**config.mk**
```make
export PLATFORM = sky130hd
export DESIGN_NAME = pbus_arb2
export DESIGN_NICKNAME = d
export VERILOG_FILES = /design/src/rtl/pbus_arb2_pkg.sv /design/src/rtl/pbus_arb2.sv
export SDC_FILE = /design/constraint.sdc
export NUM_CORES = 1
export LEC_CHECK = 0
export ABC_AREA = 0
export CORE_AREA = 2 2 83 85
export CTS_BUF_LIST = sky130_fd_sc_hd__clkbuf_8
export CTS_CLUSTER_SIZE = 20
export DETAILED_ROUTE_END_ITERATION = 10
export DIE_AREA = 0 0 85 87
export PLACE_DENSITY = 0.75
export SLEW_MARGIN = 30
export SYNTH_ARGS = -nofsm -noshare
export SYNTH_HDL_FRONTEND = slang
export SYNTH_SLANG_ARGS = --single-unit
```
**constraint.sdc**
```tcl
create_clock -name clk -period 2.31 [get_ports clk]
set_clock_uncertainty 0.05 [all_clocks]
set_input_delay 0.3465 -clock clk [delete_from_list [all_inputs] [get_ports clk]]
set_output_delay 0.3465 -clock clk [all_outputs]
set_load 0.03 [all_outputs]
```
**src/rtl/pbus_arb2_pkg.sv**
```systemverilog
// Shared definitions for the two-master peripheral bus arbiter:
// state encoding and default slave bus widths.
package pbus_arb2_pkg;

  typedef enum logic [1:0] {
    IDLE = 2'd0,
    ACC0 = 2'd1,
    ACC1 = 2'd2
  } state_t;

  localparam int DEF_AW = 3;
  localparam int DEF_DW = 32;

endpackage

```
**src/rtl/pbus_arb2.sv**
```systemverilog
// Round-robin arbiter sharing one peripheral slave port between two masters,
// with a bounded lock that lets a master keep the bus for short bursts.
module pbus_arb2
  import pbus_arb2_pkg::*;
#(
  parameter int AW        = DEF_AW,
  parameter int DW        = DEF_DW,
  parameter int MAX_BURST = 4
) (
  input  logic          clk,
  input  logic          rst,
  input  logic          m0_req,
  input  logic          m0_lock,
  input  logic          m0_we,
  input  logic [AW-1:0] m0_addr,
  input  logic [DW-1:0] m0_din,
  output logic          m0_ack,
  output logic [DW-1:0] m0_dout,
  input  logic          m1_req,
  input  logic          m1_lock,
  input  logic          m1_we,
  input  logic [AW-1:0] m1_addr,
  input  logic [DW-1:0] m1_din,
  output logic          m1_ack,
  output logic [DW-1:0] m1_dout,
  output logic          s_ce,
  output logic          s_we,
  output logic [AW-1:0] s_addr,
  output logic [DW-1:0] s_din,
  input  logic [DW-1:0] s_dout
);

  localparam logic [3:0] BURST_LIM = 4'(MAX_BURST - 1);

  state_t     state;
  logic       last;
  logic [3:0] burst_cnt;

  logic own;
  logic own_req;
  logic oth_req;
  logic own_lock;

  // View the current owner's request/lock versus the competitor's, so both
  // ACC states share one decision path.
  always_comb begin
    own      = (state == ACC1);
    own_req  = own ? m1_req  : m0_req;
    oth_req  = own ? m0_req  : m1_req;
    own_lock = own ? m1_lock : m0_lock;
  end

  // Grant FSM; `last` remembers who was served most recently so that a tie
  // out of IDLE goes to the other master.
  always_ff @(posedge clk or posedge rst) begin
    if (rst) begin
      state     <= IDLE;
      last      <= 1'b1;
      burst_cnt <= 4'd0;
    end else begin
      case (state)
        IDLE: begin
          burst_cnt <= 4'd0;
          if (m0_req && (!m1_req || last)) begin
            state <= ACC0;
            last  <= 1'b0;
          end else if (m1_req) begin
            state <= ACC1;
            last  <= 1'b1;
          end
        end
        ACC0, ACC1: begin
          if (own_req && oth_req && own_lock && (burst_cnt < BURST_LIM)) begin
            burst_cnt <= burst_cnt + 4'd1;
            last      <= own;
          end else if (own_req && !oth_req) begin
            burst_cnt <= 4'd0;
            last      <= own;
          end else if (oth_req) begin
            state     <= own ? ACC0 : ACC1;
            last      <= !own;
            burst_cnt <= 4'd0;
          end else begin
            state     <= IDLE;
            burst_cnt <= 4'd0;
          end
        end
        default: begin
          state     <= IDLE;
          burst_cnt <= 4'd0;
        end
      endcase
    end
  end

  // Bus steering depends only on the registered state, so an asynchronous
  // reset drops s_ce and the acks immediately.
  always_comb begin
    s_ce    = 1'b0;
    s_we    = 1'b0;
    s_addr  = '0;
    s_din   = '0;
    m0_ack  = 1'b0;
    m1_ack  = 1'b0;
    m0_dout = '0;
    m1_dout = '0;
    case (state)
      ACC0: begin
        s_ce    = 1'b1;
        s_we    = m0_we;
        s_addr  = m0_addr;
        s_din   = m0_din;
        m0_ack  = 1'b1;
        m0_dout = s_dout;
      end
      ACC1: begin
        s_ce    = 1'b1;
        s_we    = m1_we;
        s_addr  = m1_addr;
        s_din   = m1_din;
        m1_ack  = 1'b1;
        m1_dout = s_dout;
      end
      default: ;
    endcase
  end

endmodule

```
* After elaboration in Yosys (flattened, before gate mapping)
Index checks and enable logic that the tools add are counted.
** Operators by class
- Divide/modulo/power cells :: 0
- $add $sub $neg :: 1
- Shift operators :: 0
- Reductions and logical operators :: 14
- Bitwise operators :: 0
- $lt $le $gt $ge :: 1
- Equal/unequal tests :: 6
- Muxes and demuxes :: 26
- Multiply operators :: 0
** Operator list (count)
- $mux W32 :: 2
- $pmux W32 S2 :: 1
- $mux W2 :: 6
- $mux W1 :: 11
- $mux W4 :: 2
- $pmux W3 S2 :: 1
- $reduce_and A3 Y1 :: 2
- $logic_and A1 B1 Y1 :: 5
- $add A4 B1 Y4 const B :: 1
- $lt A4 B2 Y1 const B :: 1
- $ne A2 B2 Y1 const B :: 2
- $ne A4 B1 Y1 const B :: 1
- $pmux W1 S2 :: 2
- $pmux W2 S2 :: 1
- $logic_not A1 Y1 :: 3
- $ne A3 B3 Y1 const B :: 1
- $eq A2 B1 Y1 const B :: 1
- $eq A2 B2 Y1 const B :: 1
- $logic_not A2 Y1 :: 1
- $reduce_bool A2 Y1 :: 1
- $reduce_or A2 Y1 :: 1
- $logic_or A1 B1 Y1 :: 1
** Storage, ports and cells
- Register bits after elaboration :: 7
- Memories :: 0
- Memory bits (writable) :: 0
- Logic and storage cells :: 51
- Output and inout bits :: 103
- Bits in read-only memories :: 0
- Latch bits :: 0

* Longest topological paths before layout
Gate-level depths: netlist (run 1).
- Depth after elaboration :: 7
- Gate-level depth with buffers :: 8
- Depth with buffers taken out :: 7

* Worst setup path before layout (run 1)
OpenSTA, ideal clock, no wires.
- Path kind :: reg-to-output
- Start point :: register state[1]
- End point :: output s_addr[0]
- Buffers on the path :: 2
- Stages on the path, launching flop included :: 7
- Data arrival time :: 2.007 ns
- Required time :: 1.914 ns
- Path slack :: -0.093 ns
- Path through :: dfrtp_1 -> inv_1 -> ha_1 -> and2_1 -> clkbuf_1 -> buf_1 -> a22o_1
** On the way
- Word-level cells in the longest chain between the ends :: 2
** RTL lines
- from (decl) :: RTL line pbus_arb2.sv:35 : state_t state;
- from (signal assigned) :: RTL line pbus_arb2.sv:80 : state <= own ? ACC0 : ACC1;
- $eq A2 B2 Y1 or $eq A2 B1 Y1 (tied branches) :: RTL line pbus_arb2.sv:107 : case (state)
- $pmux W3 S2 * :: RTL line pbus_arb2.sv:107
- to (decl) :: RTL line pbus_arb2.sv:28 : output logic [AW-1:0] s_addr,
Mark *: on every way between the ends. The rest lies on a longest branch, timed or not.

* Worst setup path after layout (run 1)
- Start point :: register state[1]
- End point :: output s_din[31]
** On the way
- Word-level cells in the longest chain between the ends :: 2
** RTL lines
- $eq A2 B2 Y1 or $eq A2 B1 Y1 (tied branches) :: RTL line pbus_arb2.sv:107
- $pmux W32 S2 * :: RTL line pbus_arb2.sv:107
- to (decl) :: RTL line pbus_arb2.sv:29 : output logic [DW-1:0] s_din,
Marks and branches as above.

==> summary.txt, run 1 <==
GRT
  – Initial antenna violation count: 0
  – Congestion Overflow GR: 0
  – Largest net degree at the start of global routing: 38
  – First-pass GRT wire length: between 10 and 15 mm
  – Total Routing Usage GR: 17.5%
  – Vias in the first global route: just under 2,000

Routing
  – Drc violations: 0
  – First drt pass iteration count: 4
  – Iteration-0 DRC Markers: 51
  – Routed WL: between 7 and 8 mm
  – Wire per inst: around 16 um
  – Routed via count: around 2,100
  – Drt via density: between 4 and 5
  – Detail Route Antenna Nets: 0

Clock tree
  – Root Buffer: clkbuf_8
  – Clock Sinks: 7
  – Longest Clk Path Bufs: 2
  – CTS tree: done
  – CTS buffer count: 3
  – CTS hold repair buffers: 0
  – Later-pin clock latency in the skew report: around 0.22 ns
  – CTS H-Tree Depth: 1
  – Clk slew on worst S/H paths: ~0.040 ns

Yosys
  – Dominant cells by area after synthesis: and2_1 (32%), a22o_1 (24%), dfrtp_1 (12%)
  – #FFs+latches synth: 7
  – Post-synthesis adder-cell area fraction: about 5.8%
  – Largest family of logic cells by synthesized area: simple AND/OR/NAND/NOR gates
  – Synth warn: 0
  – Synth Area in Simple Gates: around two fifths
  – Synth top area share: around a third
  – Top cell type by total area after synthesis: and2_1
  – Most used DFF post-synth: dfrtp_1
  – Sequential area share after synthesis: between 10% and 20%
  – Synth Cell Area: 1310 um^2
  – Post-synthesis mux area share: under 10%
  – Count of cell types in the netlist: 34
  – Syn avg cell area: 7.63 um^2
  – Post-synth ARST share: 100%
  – Post-Synthesis Cells: between 150 and 200
  – Post-Synth XOR/XNOR Area: 0%
  – Post-synthesis compound-gate area fraction: approximately a third
  – Post-synth EDFFs: 0

STA
  – RSZ-0062 raised after global routing: no
  – Min cycle time layout: ~2.2 ns
  – Worst hold slack: 0.296 ns
  – Slew Limit Fails: 0
  – Fin crit share: a little over nine tenths
  – Highest clock rate: 445 MHz
  – Final setup fails: 0
  – Setup tns final: 0 ns
  – Fin. Hold Viols: 0
  – Setup ws final: around 0.064 ns

Placed design
  – Placed insts: around 460
  – Hpwl dp: roughly 6 mm
  – I/O Buffers: approximately 210
  – RePlAce Congestion: 0.858
  – Post-Place Worst Slack: ~0.09 ns

Status
  – Status: finished clean

Finish
  – Most common cell after layout, fill and taps aside: clkdlybuf4s50_1
  – Most frequent cells in the layout: clkdlybuf4s50_1 (111), buf_4 (103), and2_1 (65), a22o_2 (30), buf_12 (7)
  – Diodes inserted: 0
  – Fraction of layout cells with a size suffix above 1: slightly above 40%
  – FF+latch area: around 180 um^2
  – Layout Cells excl Fill: approximately 460
  – Multi-input gate area: 1130 um^2
  – Fillcell total: about 630
  – Layout Nets: between 400 and 500
  – Area growth from synthesis to layout: 170%

Critical path
  – Crit Reg-Reg Startpoint: state[0]
  – CP Class: flip-flop to output port
  – CP startpoint kind: flip-flop
  – R2r setup slk: ~0.21 ns
  – Crit. End Element: output port
  – Reg2reg path depth: 7
  – R2R Path End: state[1]
  – Crit path DAT: between 1.5 and 2 ns
  – Crit Path Max Fanout: 18
  – WP data required: 1.91 ns

Die
  – Floorplan row count: 30
  – Die H: a little under 90 um
  – I/O Pins: 213
  – Chip width: between 80 and 90 um
  – Core Box Area: approximately 6600 um^2
  – Initial Util: between 10% and 20%
  – Full die area: between 7000 and 8000 um^2

Flow run
  – Max-Cap Viols: 0

Power
  – PD cells: 1060 nW/um^2
  – Maximum vdd drop: around 0.87 mV
  – Pleak: 1.69 nW

Min path
  – Hold WC Path Type: input pin to asynchronous set/reset pin
==> power breakdown <==
| group | switching [mW] | internal [mW] | total (mW) |
|---|---|---|---|
| Sequential | 0.0272 | 0.159 | 0.186 |
| Clock | 0.0488 | 0.114 | 0.163 |
| Combinational | 1.91 | 1.48 | 3.39 |
| Total | 1.99 | 1.76 | 3.74 |
==> cells in the mapped netlist, types with 3 or more instances <==
| master | n |
|---|---|
| a22o_1 | 36 |
| and2_1 | 66 |
| buf_1 | 3 |
| clkbuf_1 | 10 |
| dfrtp_1 | 6 |
| ha_1 | 6 |
| inv_1 | 6 |
| mux2i_1 | 3 |
| nand2_1 | 4 |
| nor2_1 | 4 |
==> worst max-delay path by stage <==
stage	start	endpoint	slack, ns	cells after the start
floorplan	state[1]	s_addr[0]	0.03	6
global placement	m1_req	state[1]	0.13	6
detailed placement	m1_req	state[1]	0.09	6
CTS	state[1]	s_din[23]	-0.02	6
global route	state[1]	s_din[22]	0.002	6
finish	state[1]	s_din[31]	0.06	6
==> per-layer routing <==
| layer | global-route usage (%) | routed length (um) | vias up |
|---|---|---|---|
| li1 | - | - | 1022 |
| met1 | 21.9 | 2850 | 948 |
| met2 | 30.9 | 3620 | 111 |
| met3 | 4.74 | 740 | 4 |
| met4 | 2.16 | 27 | 0 |
| met5 | 0 | 0 | - |
==> what timing repair did <==
| action | 4_1_cts | 5_1_grt |
|---|---|---|
| endpoints found under the setup margin | 7 | 35 |
| buffers inserted | 0 | 2 |
| gates cloned | 0 | 1 |
| gates resized for setup | 4 | 5 |
==> cells by family after synthesis <==
| family | after synthesis |
|---|---|
| simple gates | 82 |
| mux | 4 |
| flops | 7 |
| other cells | 1 |
| buf+inv | 22 |
| fa+ha+maj | 6 |
| compound gates | 49 |
==> final cells by class <==
class	count	share of cell area, %
Clock inverter	1	0.107
Tap cell	80	2.84
Multi-Input combinational cell	143	32.0
Timing Repair Buffer	222	58.2
Sequential cell	7	5.01
Clock buffer	3	1.17
Inverter	6	0.640
==> flip-flops by register name, indices dropped and copies added, names as in the netlist <==
signal / cells
state: 2
burst_cnt: 4
last: 1
==> metrics by stage <==
stage / utilization (%) / area (um^2) / power (mW)
after CTS: 52.7 / 3460 / 3.71
final: 53.6 / 3520 / 3.74
after detailed placement: 51.6 / 3390 / 3.50
after global routing: 53.6 / 3520 / 3.95
after floorplan: - / 1350 / 2.18
after global placement: 51.6 / 3390 / 3.48
==> critical path: stages (launching register included) <==
cell and delay (ns):
dfrtp_1 0.43, inv_2 0.08, ha_2 0.30, and2_4 0.20
clkbuf_16 0.18, a22o_2 0.27, buf_4 0.17
Note: power is estimated with default switching activity, not from simulation.
==> run 2: changes to the inputs <==
--- a/config.mk
+++ b/config.mk
@@ -6,12 +6,12 @@
 export NUM_CORES = 1
 export LEC_CHECK = 0
 export ABC_AREA = 0
-export CORE_AREA = 2 2 83 85
+export CORE_AREA = 2 2 82 84
 export CTS_BUF_LIST = sky130_fd_sc_hd__clkbuf_8
 export CTS_CLUSTER_SIZE = 20
 export DETAILED_ROUTE_END_ITERATION = 10
-export DIE_AREA = 0 0 85 87
-export PLACE_DENSITY = 0.75
+export DIE_AREA = 0 0 84 86
+export PLACE_DENSITY = 0.77
 export SLEW_MARGIN = 30
 export SYNTH_ARGS = -nofsm -noshare
 export SYNTH_HDL_FRONTEND = slang
==> constraint.sdc (replaced) <==
create_clock -name clk -period 2.75 [get_ports clk]
set_clock_uncertainty 0.05 [all_clocks]
set_input_delay 0.4125 -clock clk [delete_from_list [all_inputs] [get_ports clk]]
set_output_delay 0.4125 -clock clk [all_outputs]
set_load 0.03 [all_outputs]
==> run 2 against run 1 <==
Compared with the run above: sequential power shrank 17%; clock power shrank 9%; critical endpoint is now m0_dout[27]; cell area grew 1.6%; register-to-register slack gained 0.29 ns; sequential share of layout area shrank 0.077 points; utilization grew 3.4 points; combinational power shrank 15%.
==> summary.txt, run 2 (synthesis results as in run 1) <==
Routing
  – Routed WL: 7.41 mm (+2.5%)
  – Iteration-0 DRC Markers: 67 (+31%)
  – Drt via density: 4.65 (+2.9%)
  – Wire per inst: 16.3 um (+4.3%)
  – Drc violations: 0 (unchanged)
  – First drt pass iteration count: 4 (unchanged)
  – Routed via count: 2,109 (+1.2%)
  – Detail Route Antenna Nets: 0 (unchanged)

Critical path
  – CP startpoint kind: flip-flop
  – Crit. End Element: output port
  – Reg2reg path depth: 8 (+1)
  – Crit Path Max Fanout: 34 (+16)
  – Crit path DAT: 2.04 ns (+0.19 ns)
  – Crit path largest cell delay: 0.71 ns (+0.28 ns)
  – CP Class: flip-flop to output port
  – WP data required: 2.29 ns (+0.38 ns)
  – Worst path slowest cell: clkdlybuf4s50_1
  – CP Cell Sequence: inv_1, ha_1, buf_4, and2_1, clkdlybuf4s50_1

Die
  – Die H: 86 um (-1.1%)
  – Initial Util: 20.8% (+0.92 points)
  – I/O Pins: 213 (unchanged)
  – Chip width: 84 um (-1.2%)
  – Floorplan row count: 29 (-3.3%)
  – Core Box Area: 6280 um^2 (-4.4%)
  – Full die area: 7220 um^2 (-2.3%)

Finish
  – Most frequent cells in the layout: clkdlybuf4s50_1 (176), and2_1 (66), a22o_1 (36), buf_4 (31), buf_12 (10)
  – Diodes inserted: 0 (unchanged)
  – Largest register FFs: 4 (unchanged)
  – Layout Nets: 494 (-1.0%)
  – Area growth from synthesis to layout: 174%
  – Most common cell after layout, fill and taps aside: clkdlybuf4s50_1
  – Biggest register: burst_cnt
  – Fraction of layout cells with a size suffix above 1: 13.0% (-28 points)
  – Top Registers: burst_cnt: 4 flops, state: 2 flops, last: 1 flops
  – Final instance area: 3570 um^2 (+1.6%)
  – Layout Cells excl Fill: 454 (-1.7%)

STA
  – RSZ-0062 raised after global routing: no
  – Fin crit share: just over 90%
  – Fin. Hold Viols: 0 (unchanged)
  – Highest clock rate: 400 MHz
  – Min cycle time layout: about 2.5 ns
  – Setup tns final: 0 ns (unchanged)
  – Final setup fails: 0 (unchanged)
  – Slew Limit Fails: 0 (unchanged)

Placed design
  – I/O Buffers: 212 (unchanged)
  – RePlAce Congestion: 0.806 (-6.1%)
  – Placed insts: 450 (-1.1%)
  – Hpwl dp: 6.13 mm (+4.2%)
  – Post-DP Area: 3530 um^2 (+4.2%)

Min path
  – Hold WC Path Type: input pin to asynchronous set/reset pin

Clock tree
  – Post-CTS sizing: 0 (-4)
  – CTS hold repair buffers: 0 (unchanged)
  – Clock Sinks: 7 (unchanged)
  – CTS H-Tree Depth: 1 (unchanged)
  – Later-pin clock latency in the skew report: 0.23 ns (about the same)
  – Longest Clk Path Bufs: 2 (unchanged)
  – CTS tree: done
  – Clk slew on worst S/H paths: 0.04 ns (about the same)
  – # Post-CTS Setup Buffers: 0 (unchanged)
  – Root Buffer: clkbuf_8
  – CTS buffer count: 3 (unchanged)

Power
  – Maximum vdd drop: 0.588 mV (-32%)
  – PD cells: 889 nW/um^2 (-16%)
  – Pleak: 1.50 nW (-11%)

GRT
  – First-pass GRT wire length: 11.3 mm (+8.5%)
  – Largest net degree at the start of global routing: 37 (-2.6%)
  – Initial antenna violation count: 0 (unchanged)
  – Congestion Overflow GR: 0 (unchanged)
  – Vias in the first global route: 2,171 (+11%)
  – Total Routing Usage GR: 19.3% (+1.8 points)

Flow run
  – Max-Cap Viols: 0 (unchanged)

Status
  – Status: finished clean
[run 2: worst paths after layout]
path | from | slack [ns] | end
hold reg to reg | burst_cnt[0] | 0.38 | burst_cnt[0]
setup reg to reg | state[0] | 0.50 | state[1]
max in group asynchronous | rst | 2.00 | last
min in group clk | burst_cnt[0] | 0.38 | burst_cnt[0]
setup / recovery | state[1] | 0.25 | m0_dout[27]
hold / removal | rst | 0.37 | state[0]
[run 2: final cells by class]
| class | instances | area (um^2) |
|---|---|---|
| clock buffers | 3 | 41.3 |
| repair buffers | 217 | 2190 |
| clock inverters | 1 | 3.75 |
| flip-flops and latches | 7 | 176 |
| multi-input cells | 143 | 1040 |
| fillers | 592 | 2700 |
| well taps | 77 | 96.3 |
| inverters | 6 | 22.5 |
[run 2: power by group]
group / leakage [nW] / switching [mW] / internal, mW
logic: 1.39 / 1.60 / 1.27
clock network: 0.0269 / 0.0510 / 0.0971
registers: 0.0870 / 0.0218 / 0.133
total: 1.50 / 1.67 / 1.51
[run 2: per-stage QoR]
stage               hold WS, ns  total power [mW]  setup slack (ns)  utilization, %
floorplan                 0.165              1.79             0.281               -
global placement          0.370              3.03             0.415            56.2
detailed placement        0.388              3.04             0.357            56.2
CTS                       0.385              3.20             0.222            56.9
global route              0.419              3.34             0.123            56.9
finish                    0.368              3.18             0.251            56.9
[run 2: routing by layer]
metal	routed length [um]	vias up	global-route usage, %	share of wire [%]
met5	0	-	0	0
met4	240	0	6.89	3.2
met3	623	23	5.20	8.4
met2	3630	114	34.1	49
met1	2920	958	22.4	39
li1	-	1014	-	-
[run 2: critical path: cells and delay by family, from the launching register on]
family | cells | cell delay [ns]
fa+ha+maj | 1 | 0.14
flops | 1 | 0.42
buf+inv | 3 | 1.07
simple gates | 1 | 0.17
==> run 3: changes to the inputs <==
--- a/config.mk
+++ b/config.mk
@@ -6,12 +6,14 @@
 export NUM_CORES = 1
 export LEC_CHECK = 0
 export ABC_AREA = 0
-export CORE_AREA = 2 2 82 84
+export CELL_PAD_IN_SITES_DETAIL_PLACEMENT = 1
+export CELL_PAD_IN_SITES_GLOBAL_PLACEMENT = 1
+export CORE_UTILIZATION = 14
 export CTS_BUF_LIST = sky130_fd_sc_hd__clkbuf_8
 export CTS_CLUSTER_SIZE = 20
 export DETAILED_ROUTE_END_ITERATION = 10
-export DIE_AREA = 0 0 84 86
-export PLACE_DENSITY = 0.77
+export GPL_ROUTABILITY_DRIVEN = 0
+export PLACE_DENSITY_LB_ADDON = 0.1
 export SLEW_MARGIN = 30
 export SYNTH_ARGS = -nofsm -noshare
 export SYNTH_HDL_FRONTEND = slang
==> run 3 against run 2 <==
Compared with the run above: the flow now finishes with violations (design-rule violations); non-clock buffer count unchanged; register-to-register slack worse by 0.03 ns; global-route usage is 2.6 points lower; critical path depth stayed put; fmax up 0.14%; via count down 4.2%; largest cell class unchanged; flip-flop and latch count did not move; critical endpoint is now m0_dout[5]; final cell count grew 6.8%; utilization is 17 points lower; cell area shrank 1.1%.
==> summary.txt, run 3 (synthesis results as in run 1) <==
Placed design
  – Hpwl dp: 7.30 mm (+19%)
  – I/O Buffers: 212 (unchanged)
  – Post-DP Area: 3490 um^2 (-1.1%)

STA
  – Fin. Hold Viols: 0 (unchanged)
  – Slew Limit Fails: 0 (unchanged)
  – Final setup fails: 0 (unchanged)
  – Setup tns final: 0 ns (unchanged)
  – Worst hold slack: 0.362 ns (-0.00569 ns)
  – Highest clock rate: 401 MHz (+0.14%)
  – Fin crit share: 90.7% (-0.13 points)
  – RSZ-0062 raised after global routing: no
  – Min cycle time layout: 2.50 ns (-0.00350 ns)

Finish
  – Final instance area: 3540 um^2 (-1.1%)
  – Largest register FFs: 4 (unchanged)
  – Multi-input gate area: 1040 um^2 (unchanged)
  – FF+latch area: 176 um^2 (unchanged)
  – Area growth from synthesis to layout: 171%
  – Diodes inserted: 0 (unchanged)
  – Fraction of layout cells with a size suffix above 1: 13.3% (+0.27 points)
  – Biggest register: burst_cnt
  – Fillcell total: 1,048 (+77%)
  – Most frequent cells in the layout: clkdlybuf4s50_1 (175), and2_1 (66), buf_4 (38), a22o_1 (36), inv_1 (7)
  – Layout Nets: 494 (unchanged)
  – Top Registers: burst_cnt: 4 flops, state: 2 flops, last: 1 flops
  – Most common cell after layout, fill and taps aside: clkdlybuf4s50_1

Routing
  – Routed via count: 2,020 (-4.2%)
  – First drt pass iteration count: 9 (+5)
  – Iteration-0 DRC Markers: 50 (-25%)
  – Detail Route Antenna Nets: 0 (unchanged)
  – Drt via density: 4.16 (-10%)
  – Routed WL: 8.54 mm (+15%)
  – Wire per inst: 17.6 um (+7.8%)
  – Drc violations: 18 (+18)

Clock tree
  – Root Buffer: clkbuf_8
  – CTS buffer count: 3 (unchanged)
  – Later-pin clock latency in the skew report: 0.22 ns (about the same)
  – CTS hold repair buffers: 0 (unchanged)
  – # Post-CTS Setup Buffers: 0 (unchanged)
  – Post-CTS sizing: 0 (unchanged)
  – Longest Clk Path Bufs: 2 (unchanged)
  – Clk slew on worst S/H paths: 0.04 ns (about the same)
  – Clock Sinks: 7 (unchanged)
  – CTS H-Tree Depth: 1 (unchanged)
  – CTS tree: done

Critical path
  – CP Cell Sequence: inv_1, ha_1, buf_4, and2_1, clkdlybuf4s50_1
  – Crit. End Element: output port
  – Crit path DAT: 2.03 ns (about the same)
  – R2r setup slk: 0.47 ns (-0.03 ns)
  – Crit Path Max Fanout: 34 (unchanged)
  – Cell family with most CP delay: buffers and inverters
  – CP startpoint kind: flip-flop
  – CP Class: flip-flop to output port
  – Crit path buf inv count: 3 (unchanged)
  – WP data required: 2.29 ns (about the same)
  – Crit path largest cell delay: 0.71 ns (about the same)
  – Worst path slowest cell: clkdlybuf4s50_1

Die
  – Floorplan row count: 34 (+17%)
  – I/O Pins: 213 (unchanged)
  – Chip width: 98.5 um (+17%)
  – Initial Util: 14.7% (-6.1 points)
  – Die H: 98.5 um (+15%)
  – Core Box Area: 8890 um^2 (+42%)
  – Full die area: 9710 um^2 (+34%)

Status
  – Failing checks: design-rule violations
  – Status: complete, but fails checks

GRT
  – Largest net degree at the start of global routing: 37 (unchanged)
  – Vias in the first global route: 2,004 (-7.7%)
  – Congestion Overflow GR: 0 (unchanged)
  – First-pass GRT wire length: 12.6 mm (+11%)
  – Initial antenna violation count: 0 (unchanged)
  – Total Routing Usage GR: 16.7% (-2.6 points)

Min path
  – Hold WC Path Type: input pin to asynchronous set/reset pin

Flow run
  – Max-Cap Viols: 0 (unchanged)

Power
  – Total power: 3.08 mW (-3.0%)
  – Pleak: 1.49 nW (-1.1%)
  – Maximum vdd drop: 0.451 mV (-23%)
  – PD cells: 872 nW/um^2 (-1.9%)
-- run 3: cell count changes in the layout (fill, tap and decap cells not counted) --
cell / delta
buf_12: -6
clkdlybuf4s50_1: -1
buf_4: +7
-- run 3: worst paths after layout --
check / from / depth (start not counted) / end
setup / recovery: state[1] / 5 / m0_dout[5]
hold / removal: rst / 2 / burst_cnt[2]
setup reg to reg: state[0] / 7 / state[1]
hold reg to reg: burst_cnt[0] / 1 / burst_cnt[0]
max in group asynchronous: rst / 2 / last
min in group clk: burst_cnt[0] / 1 / burst_cnt[0]
-- run 3: area by class of cell --
class	count	area share, %
Sequential cell	7	4.99
Clock inverter	1	0.106
Timing Repair Buffer	217	59.9
Inverter	6	0.637
Tap cell	108	3.82
Clock buffer	3	1.17
Multi-Input combinational cell	143	29.4
-- run 3: power breakdown --
group	switching [mW]	internal, mW	total (mW)
clock	0.0381	0.0959	0.134
combinational	1.60	1.19	2.79
sequential	0.0224	0.134	0.156
-- run 3: layer usage --
layer  part of all wire, %  wire length (um)  GRT usage [%]
met1                    38              3250           18.7
met2                    54              4630           33.2
met3                   7.6               653           3.40
met4                     0                 0           1.38
met5                     0                 0              0
-- run 3: metrics by stage --
stage               utilization [%]  cells  setup slack (ns)
floorplan                         -    172             0.281
global placement               39.3    481             0.374
detailed placement             39.3    481             0.306
CTS                            39.8    485             0.208
global route                   39.8    485             0.137
finish                         39.8    485             0.255
